--- src/rtl/apb_to_ahb_bridge_if.sv ---
// Bus bundle for apb_to_ahb_bridge: the APB slave-side signals and the
// AHB-Lite master-side signals, both clocked by HCLK.
//   slave  : the bridge's view (receives APB, drives AHB)
//   master : the environment's view (drives APB, answers AHB)
interface apb_to_ahb_bridge_if #(
    parameter int ADDR_WIDTH = 32,
    parameter int DATA_WIDTH = 32
);
    // APB side
    logic                  PSEL;
    logic                  PENABLE;
    logic [ADDR_WIDTH-1:0] PADDR;
    logic                  PWRITE;
    logic [DATA_WIDTH-1:0] PWDATA;
    logic [DATA_WIDTH-1:0] PRDATA;
    logic                  PREADY;
    logic                  PSLVERR;

    // AHB-Lite side
    logic [ADDR_WIDTH-1:0] HADDR;
    logic [1:0]            HTRANS;
    logic                  HWRITE;
    logic [2:0]            HSIZE;
    logic [2:0]            HBURST;
    logic [DATA_WIDTH-1:0] HWDATA;
    logic [DATA_WIDTH-1:0] HRDATA;
    logic                  HREADY;
    logic [1:0]            HRESP;

    modport slave (
        input  PSEL, PENABLE, PADDR, PWRITE, PWDATA,
        input  HRDATA, HREADY, HRESP,
        output PRDATA, PREADY, PSLVERR,
        output HADDR, HTRANS, HWRITE, HSIZE, HBURST, HWDATA
    );

    modport master (
        output PSEL, PENABLE, PADDR, PWRITE, PWDATA,
        output HRDATA, HREADY, HRESP,
        input  PRDATA, PREADY, PSLVERR,
        input  HADDR, HTRANS, HWRITE, HSIZE, HBURST, HWDATA
    );
endinterface

--- src/rtl/apb_to_ahb_bridge.sv ---
// apb_to_ahb_bridge: APB slave port that turns each APB transfer into one
// AHB-Lite SINGLE transfer. PREADY stays low until the AHB data phase has
// completed; the completion is presented for exactly one cycle.
//
// Optional feature macro: APB_TO_AHB_BRIDGE_PSLVERR_EN
//   defined   : an AHB ERROR response is reported on PSLVERR
//   undefined : PSLVERR is tied low, an ERROR response completes normally
//
// Every output is decoded from registers only, so nothing on the AHB or APB
// inputs can ripple combinationally to an output.
//
// state | meaning
// ------+-------------------------------------------------------------
// IDLE  | waiting for an APB setup phase (PSEL=1, PENABLE=0)
// ADDR  | AHB address phase, HTRANS=NONSEQ, held while HREADY=0
// DATA  | AHB data phase, HTRANS=IDLE, waits for HREADY=1
// DONE  | PREADY=1 for one cycle with PRDATA/PSLVERR, then IDLE
module apb_to_ahb_bridge #(
    parameter int ADDR_WIDTH = 32,
    parameter int DATA_WIDTH = 32
) (
    input  logic                    HCLK,
    input  logic                    HRESETn,
    apb_to_ahb_bridge_if.slave      bus
);

    localparam logic [1:0] HTRANS_IDLE   = 2'b00;
    localparam logic [1:0] HTRANS_NONSEQ = 2'b10;
    localparam logic [2:0] HBURST_SINGLE = 3'b000;
    localparam logic [2:0] HSIZE_BUS     = 3'($clog2(DATA_WIDTH / 8));

    typedef enum logic [1:0] {
        ST_IDLE = 2'b00,
        ST_ADDR = 2'b01,
        ST_DATA = 2'b10,
        ST_DONE = 2'b11
    } state_t;

    state_t                state_q;
    state_t                state_d;
    logic                  capture_setup;
    logic                  data_done;

    logic [ADDR_WIDTH-1:0] addr_q;
    logic                  write_q;
    logic [DATA_WIDTH-1:0] wdata_q;
    logic [DATA_WIDTH-1:0] rdata_q;

    // State register; an asynchronous reset abandons any transfer in flight.
    always_ff @(posedge HCLK or negedge HRESETn) begin
        if (!HRESETn) begin
            state_q <= ST_IDLE;
        end else begin
            state_q <= state_d;
        end
    end

    // Next-state decode plus the two capture strobes used by the datapath.
    always_comb begin
        state_d       = state_q;
        capture_setup = 1'b0;
        data_done     = 1'b0;
        case (state_q)
            ST_IDLE: begin
                if (bus.PSEL && !bus.PENABLE) begin
                    capture_setup = 1'b1;
                    state_d       = ST_ADDR;
                end
            end
            ST_ADDR: begin
                // APB select is deliberately ignored from here on: once the
                // address phase is issued the AHB transfer must finish.
                if (bus.HREADY) begin
                    state_d = ST_DATA;
                end
            end
            ST_DATA: begin
                if (bus.HREADY) begin
                    data_done = 1'b1;
                    state_d   = ST_DONE;
                end
            end
            ST_DONE: begin
                // A setup phase seen here is not taken; a compliant master
                // cannot present one while its access is still completing.
                state_d = ST_IDLE;
            end
            default: begin
                state_d = ST_IDLE;
            end
        endcase
    end

    // Latch the APB request at the setup phase; held for the whole transfer.
    always_ff @(posedge HCLK or negedge HRESETn) begin
        if (!HRESETn) begin
            addr_q  <= '0;
            write_q <= 1'b0;
            wdata_q <= '0;
        end else if (capture_setup) begin
            addr_q  <= bus.PADDR;
            write_q <= bus.PWRITE;
            wdata_q <= bus.PWDATA;
        end
    end

    // Capture read data when the AHB data phase completes; writes leave the
    // previous read value in place so PRDATA keeps showing it.
    always_ff @(posedge HCLK or negedge HRESETn) begin
        if (!HRESETn) begin
            rdata_q <= '0;
        end else if (data_done && !write_q) begin
            rdata_q <= bus.HRDATA;
        end
    end

`ifdef APB_TO_AHB_BRIDGE_PSLVERR_EN
    logic err_q;

    // Record whether the completing data phase carried an ERROR response.
    always_ff @(posedge HCLK or negedge HRESETn) begin
        if (!HRESETn) begin
            err_q <= 1'b0;
        end else if (data_done) begin
            err_q <= (bus.HRESP == 2'b01);
        end
    end

    // Error flag is only meaningful alongside PREADY.
    always_comb begin
        bus.PSLVERR = (state_q == ST_DONE) && err_q;
    end
`else
    // Without error reporting HRESP has no effect on the transfer.
    logic unused_hresp;
    assign unused_hresp = ^bus.HRESP;

    // Error flag permanently low.
    always_comb begin
        bus.PSLVERR = 1'b0;
    end
`endif

    // AHB address/control: NONSEQ only during the address phase.
    always_comb begin
        bus.HTRANS = (state_q == ST_ADDR) ? HTRANS_NONSEQ : HTRANS_IDLE;
        bus.HADDR  = addr_q;
        bus.HWRITE = write_q;
        bus.HSIZE  = HSIZE_BUS;
        bus.HBURST = HBURST_SINGLE;
        bus.HWDATA = wdata_q;
    end

    // APB completion: one-cycle PREADY, PRDATA always shows the last read.
    always_comb begin
        bus.PREADY = (state_q == ST_DONE);
        bus.PRDATA = rdata_q;
    end

endmodule

--- src/flat_wrapper.sv ---
// flat-port wrapper written by rule: the top's interface ports become plain ports
module apb_to_ahb_bridge_flat 
#(
    parameter int ADDR_WIDTH = 32,
    parameter int DATA_WIDTH = 32
)
  (HCLK, HRESETn, bus_PSEL, bus_PENABLE, bus_PADDR, bus_PWRITE, bus_PWDATA, bus_HRDATA, bus_HREADY, bus_HRESP, bus_PRDATA, bus_PREADY, bus_PSLVERR, bus_HADDR, bus_HTRANS, bus_HWRITE, bus_HSIZE, bus_HBURST, bus_HWDATA);
  apb_to_ahb_bridge_if #(.ADDR_WIDTH(ADDR_WIDTH), .DATA_WIDTH(DATA_WIDTH)) bus_i ();
  input  logic HCLK;
  input  logic HRESETn;
  input wire logic [$bits(bus_i.PSEL)-1:0] bus_PSEL;
  input wire logic [$bits(bus_i.PENABLE)-1:0] bus_PENABLE;
  input wire logic [$bits(bus_i.PADDR)-1:0] bus_PADDR;
  input wire logic [$bits(bus_i.PWRITE)-1:0] bus_PWRITE;
  input wire logic [$bits(bus_i.PWDATA)-1:0] bus_PWDATA;
  input wire logic [$bits(bus_i.HRDATA)-1:0] bus_HRDATA;
  input wire logic [$bits(bus_i.HREADY)-1:0] bus_HREADY;
  input wire logic [$bits(bus_i.HRESP)-1:0] bus_HRESP;
  output wire logic [$bits(bus_i.PRDATA)-1:0] bus_PRDATA;
  output wire logic [$bits(bus_i.PREADY)-1:0] bus_PREADY;
  output wire logic [$bits(bus_i.PSLVERR)-1:0] bus_PSLVERR;
  output wire logic [$bits(bus_i.HADDR)-1:0] bus_HADDR;
  output wire logic [$bits(bus_i.HTRANS)-1:0] bus_HTRANS;
  output wire logic [$bits(bus_i.HWRITE)-1:0] bus_HWRITE;
  output wire logic [$bits(bus_i.HSIZE)-1:0] bus_HSIZE;
  output wire logic [$bits(bus_i.HBURST)-1:0] bus_HBURST;
  output wire logic [$bits(bus_i.HWDATA)-1:0] bus_HWDATA;
  assign bus_i.PSEL = bus_PSEL;
  assign bus_i.PENABLE = bus_PENABLE;
  assign bus_i.PADDR = bus_PADDR;
  assign bus_i.PWRITE = bus_PWRITE;
  assign bus_i.PWDATA = bus_PWDATA;
  assign bus_i.HRDATA = bus_HRDATA;
  assign bus_i.HREADY = bus_HREADY;
  assign bus_i.HRESP = bus_HRESP;
  assign bus_PRDATA = bus_i.PRDATA;
  assign bus_PREADY = bus_i.PREADY;
  assign bus_PSLVERR = bus_i.PSLVERR;
  assign bus_HADDR = bus_i.HADDR;
  assign bus_HTRANS = bus_i.HTRANS;
  assign bus_HWRITE = bus_i.HWRITE;
  assign bus_HSIZE = bus_i.HSIZE;
  assign bus_HBURST = bus_i.HBURST;
  assign bus_HWDATA = bus_i.HWDATA;
  apb_to_ahb_bridge #(.ADDR_WIDTH(ADDR_WIDTH), .DATA_WIDTH(DATA_WIDTH)) u_core (.HCLK(HCLK), .HRESETn(HRESETn), .bus(bus_i));
endmodule
--- config.mk ---
export PLATFORM = sky130hd
export DESIGN_NAME = apb_to_ahb_bridge_flat
export DESIGN_NICKNAME = d
export VERILOG_FILES = /design/src/rtl/apb_to_ahb_bridge_if.sv /design/src/rtl/apb_to_ahb_bridge.sv /design/src/flat_wrapper.sv
export SDC_FILE = /design/constraint.sdc
export NUM_CORES = 1
export LEC_CHECK = 0
export ABC_AREA = 1
export BUFFER_PORTS_ARGS = -buffer_cell sky130_fd_sc_hd__buf_2
export CAP_MARGIN = 20
export CORE_MARGIN = 10
export CORE_UTILIZATION = 49
export CTS_BUF_LIST = sky130_fd_sc_hd__clkbuf_8 sky130_fd_sc_hd__clkbuf_16
export DETAILED_ROUTE_END_ITERATION = 16
export HOLD_SLACK_MARGIN = 0.05
export PLACE_DENSITY = 0.83
export SLEW_MARGIN = 20
export SYNTH_ARGS = -nofsm -noshare
export SYNTH_HDL_FRONTEND = slang
export SYNTH_SLANG_ARGS = --single-unit
export TNS_END_PERCENT = 1
--- constraint.sdc ---
create_clock -name HCLK -period 2.8 [get_ports HCLK]
set_input_delay 0 -clock HCLK [delete_from_list [all_inputs] [get_ports HCLK]]
set_output_delay 0 -clock HCLK [all_outputs]
set_load 0.005 [all_outputs]
== Word level (Yosys, flattened, before mapping) ==
Cells that the tools add are included.
Storage, ports and cells
  bits in latches: 0
  register bits after elaboration: 99
  logic and storage cells: 26
  bits in read-only memories: 0
  memories kept: 0
  memory bits (writable): 0
Cells by class
  shifts and indexed selects: 0
  add/subtract/negate cells: 0
  bitwise logic cells: 0
  reductions and logical operators: 6
  muxes and demuxes: 9
  divide/modulo/power cells: 0
  multipliers: 0
  equality and inequality tests: 6
  magnitude comparators: 0
Operators by type and width (count)
  two-way mux 2 bit: 4
  case mux 2 bit (4 select lines): 1
  equality test 2 bit (second input constant): 2
  two-way mux 1 bit: 4
  inequality test 2 bit (second input constant): 2
  AND reduction 3 bit: 1
  equality test 2 x 1 -> 1 bit (second input constant): 1
  logical AND 1 bit: 2
  logical NOT 1 bit: 2
  logical NOT 2 bit: 1
  inequality test 2 x 1 -> 1 bit (second input constant): 1

== Logic depth before layout (Yosys ltp) ==
  word-level depth: 4
  mapped depth: 7
  depth with buffers taken out: 6

== Worst setup path before layout ==
OpenSTA, ideal clock, no wires.
  path type: reg2reg
  start: reg u_core.state_q[0]
  end: reg u_core.wdata_q[4] (netlist: u_core.bus.HWDATA[4])
  buffers on the path: 2
  stages on the path, launching flop included: 8
  setup time: 117 ps
  setup slack: 1517 ps
  data arrival time: 1166 ps
  cell sequence: dfrtp_1 -> inv_1 -> ha_1 -> nand3_2 -> buf_6 -> buf_6 -> nand2_1 -> o21ai_2
On the way
  word-level cells in the longest chain between the ends: 2
RTL lines
  start: declaration: RTL line apb_to_ahb_bridge.sv:39  | state_t state_q;
  start signal: assignment: RTL line apb_to_ahb_bridge.sv:54  | state_q <= state_d;
  logical NOT 2 bit: RTL line apb_to_ahb_bridge.sv:63  | case (state_q)
  two-way mux 1 bit: RTL line apb_to_ahb_bridge.sv:63
  end signal: assignment: RTL line apb_to_ahb_bridge.sv:103  | wdata_q <= bus.PWDATA;
  end: declaration: RTL line apb_to_ahb_bridge.sv:46  | logic [DATA_WIDTH-1:0] wdata_q;
Every way passes these cells.
A chain may end at the register's enable or synchronous reset.

== Worst setup path after layout ==
  start: reg u_core.state_q[0]
  end: reg u_core.wdata_q[7] (netlist: u_core.bus.HWDATA[7])
Same word-level chain as after synthesis.

==> flow_metrics.env <==
export IMPL_outcome="complete, no violations"
export IMPL_min_period_over_period_pct=67.1
export IMPL_ant_nets=0
export IMPL_fill_cells=491
export IMPL_worst_ep_arrival_time_ns=2.17
export IMPL_seqPwrFrac_pct=44.9
export IMPL_fin_area_sq_mm=0.00636
export IMPL_post_cts_setup_buffers=0
export IMPL_worst_hold_slack_ns=0.0746
export IMPL_tightest_slew_ns=0.640
export IMPL_p_sw_share_pct=37.0
export IMPL_fin_ws_ns=0.921
export IMPL_antenna_found_initial=2
export IMPL_p_int_mw=3.44
export IMPL_ios=211
export IMPL_port_buffers=200
export IMPL_relSlewSlack_pct=57.4
export IMPL_yosysTopAreaCellShare_pct=58.9
export IMPL_die_area_sq_mm=0.0127
export IMPL_synthTopCellsByArea="dfrtp_1 (59%), nand2_1 (9.3%), inv_1 (8.9%)"
export IMPL_power_density_mw_per_mm2=858
export IMPL_clock_tree_buffer_depth=2
export IMPL_cp_top_family="buffers and inverters"
export IMPL_core_area_sq_mm=0.00830
export IMPL_clkPwrFrac_pct=14.8
export IMPL_drc=0
export IMPL_pre_cts_ws_ns=0.954
export IMPL_period_needed_ns=1.88
export IMPL_clock_latency_ns=0.36
export IMPL_hold_viol=0
export IMPL_grt_overflow=0
export IMPL_ir_drop_mv=0.492
export IMPL_finalSetupViolations=0
export IMPL_slew_viol_final=0
export IMPL_critPathSlowestCell="buf_4"
export IMPL_fmax_mhz=532
export IMPL_ys_ff_latch=99
export IMPL_dp_hpwl_microns=8450
export IMPL_crit_buf_inv=2
export IMPL_vias=3983
export IMPL_cts_made_buffers=9
export IMPL_track_usage_pct=21.6
export IMPL_routedWlPerCell_microns=16.4
export IMPL_grt_pass1_wl_microns=22300
export IMPL_clk_pin_slew_ns=0.10
export IMPL_synthDistinctLibCells=16
export IMPL_p_leak_nw=3.69
export IMPL_ys_warn_count=0
export IMPL_drive_gt1_share_pct=34.6
export IMPL_cp_cell_sequence="inv_1, ha_1, nand3_4, buf_4, nand2_1, o21ai_2"
export IMPL_worstSetupEndpointType="flip-flop"
export IMPL_dieWidth_microns=113
export IMPL_ys_seq_area_share_pct=58.9
export IMPL_fp_dieH_microns=113
export IMPL_maxCapViolations=0
export IMPL_rows=33
export IMPL_avgSynthCellArea_sq_um=9.54
export IMPL_nNetsFinal=841
export IMPL_final_common_cell="buf_2"
export IMPL_skew_ns=0.0178
export IMPL_criticalPathCategory="reg -> reg"
export IMPL_synth_top_area_cell="dfrtp_1"
export IMPL_setup_worst_path_start_class="flip-flop"
export IMPL_routed_wl_microns=13800
export IMPL_netlist_instances=441
export IMPL_postCtsHoldBufs=99
export IMPL_slowest_delay_ns=0.46
export IMPL_cts_sinks=99
export IMPL_cts_root_buf="clkbuf_8"
export IMPL_grt_max_degree=65
export IMPL_crit_path_max_fanout=40
export IMPL_hold_path_class="in -> reg"
export IMPL_critPathRequiredTime_ns=3.09
export IMPL_h_tree_depth=3
export IMPL_dpl_cell_area_sq_mm=0.00520
export IMPL_drt_iter0_drc=342
export IMPL_routabilityCongestion=0.777
export IMPL_cts_resized=0
export IMPL_start_util_pct=50.7
export IMPL_finalSetupTns_ns=0
export IMPL_vias_per_cell=4.72
export IMPL_synth_area_sq_mm=0.00421
export IMPL_rsz0062_at_grt="false"
export IMPL_grt_pass1_vias=4312
export IMPL_p_switching_mw=2.02
export IMPL_p_comb_share_pct=40.3
export IMPL_syn_to_final_growth_pct=51.1
export IMPL_dr_pass1_iters=5
export IMPL_cts_tree="yes"
export IMPL_final_cell_mix="buf_2 (199), nand2_1 (104), inv_1 (101), dlygate4sd3_1 (99), dfrtp_1 (99)"
==> metal layers <==
| metal | routed length [microns] | track usage (%) | vias to the layer above |
|---|---|---|---|
| met5 | 0 | 0 | - |
| met4 | 264 | 7.36 | 0 |
| met3 | 1630 | 10.5 | 25 |
| met2 | 6530 | 35.3 | 231 |
| met1 | 5410 | 24.0 | 1842 |
| li1 | - | - | 1885 |
==> tightest hold or removal path, stage by stage <==
cell,delay [ns]
buf_2,0.08
inv_1,0.06
nand2_1,0.06
nand2_1,0.07
nand3_1,0.09
nand2_1,0.05
==> path summary, 6_finish.rpt <==
| path | slack, ns | startpoint | cells past startpoint | end |
|---|---|---|---|---|
| worst min register to register | 0.48 | u_core.bus.HADDR[26] | 2 | u_core.bus.HADDR[26] |
| max in group asynchronous | 1.91 | HRESETn | 3 | u_core.bus.HADDR[18] |
| worst max-delay path | 0.92 | u_core.state_q[0] | 6 | u_core.bus.HWDATA[7] |
| min in group asynchronous | 0.19 | HRESETn | 2 | u_core.bus.PRDATA[12] |
| worst max register to register | 0.92 | u_core.state_q[0] | 6 | u_core.bus.HWDATA[7] |
| worst min-delay path | 0.07 | bus_PENABLE | 6 | u_core.state_q[0] |
==> flip-flops by register name, indices dropped and copies added, names as in the netlist <==
| signal | flops |
|---|---|
| u_core.bus.HADDR | 32 |
| u_core.bus.HWRITE | 1 |
| u_core.bus.PRDATA | 32 |
| u_core.state_q | 2 |
| u_core.bus.HWDATA | 32 |
==> synth_stat cells (all sizes together) <==
library cell and n:
buf 25, clkbuf 3, conb 2, dfrtp 99, ha 5, inv 100, nand2 104, nand3 3
nand3b 1, o21ai 97, o21bai 1, or2 1
==> cell families after synthesis <==
| group | count (synthesis) | share of synthesized area [%] |
|---|---|---|
| buffers and inverters | 128 | 14.3 |
| AND/OR/NAND/NOR | 109 | 10.4 |
| flip-flops | 99 | 58.9 |
| AO/OA/AOI/OAI | 98 | 14.8 |
| adder cells (fa/ha/maj) | 5 | 1.49 |
| other | 2 | 0.178 |
==> per-stage QoR <==
stage	util, %	std cells	power (mW)
2_1_floorplan	-	447	3.48
3_3_place_gp	62.6	727	4.36
3_5_place_dp	62.6	727	4.48
4_1_cts	76.6	841	5.39
5_1_grt	76.6	843	5.87
6_report	76.6	843	5.46
==> cell type report <==
cell class / count / area [sq um] / area share [%]
clock buffer: 10 / 138 / 2.16
multi-input combinational: 220 / 1160 / 18.3
tap: 105 / 131 / 2.07
inverter: 100 / 375 / 5.90
antenna: 2 / 5.00 / 0.0787
timing repair buffer: 302 / 2040 / 32.1
sequential: 99 / 2480 / 38.9
clock inverter: 5 / 31.3 / 0.492
==> power groups by stage <==
stage	clock network, mW	registers (mW)	logic [mW]
final	0.807	2.45	2.20
after global routing	0.886	2.53	2.46
after CTS	0.825	2.42	2.15
after detailed placement	0	2.44	2.04
after global placement	0	2.40	1.96
after floorplan	0	2.50	0.987
No activity file was read; power rests on OpenSTA's default activity.
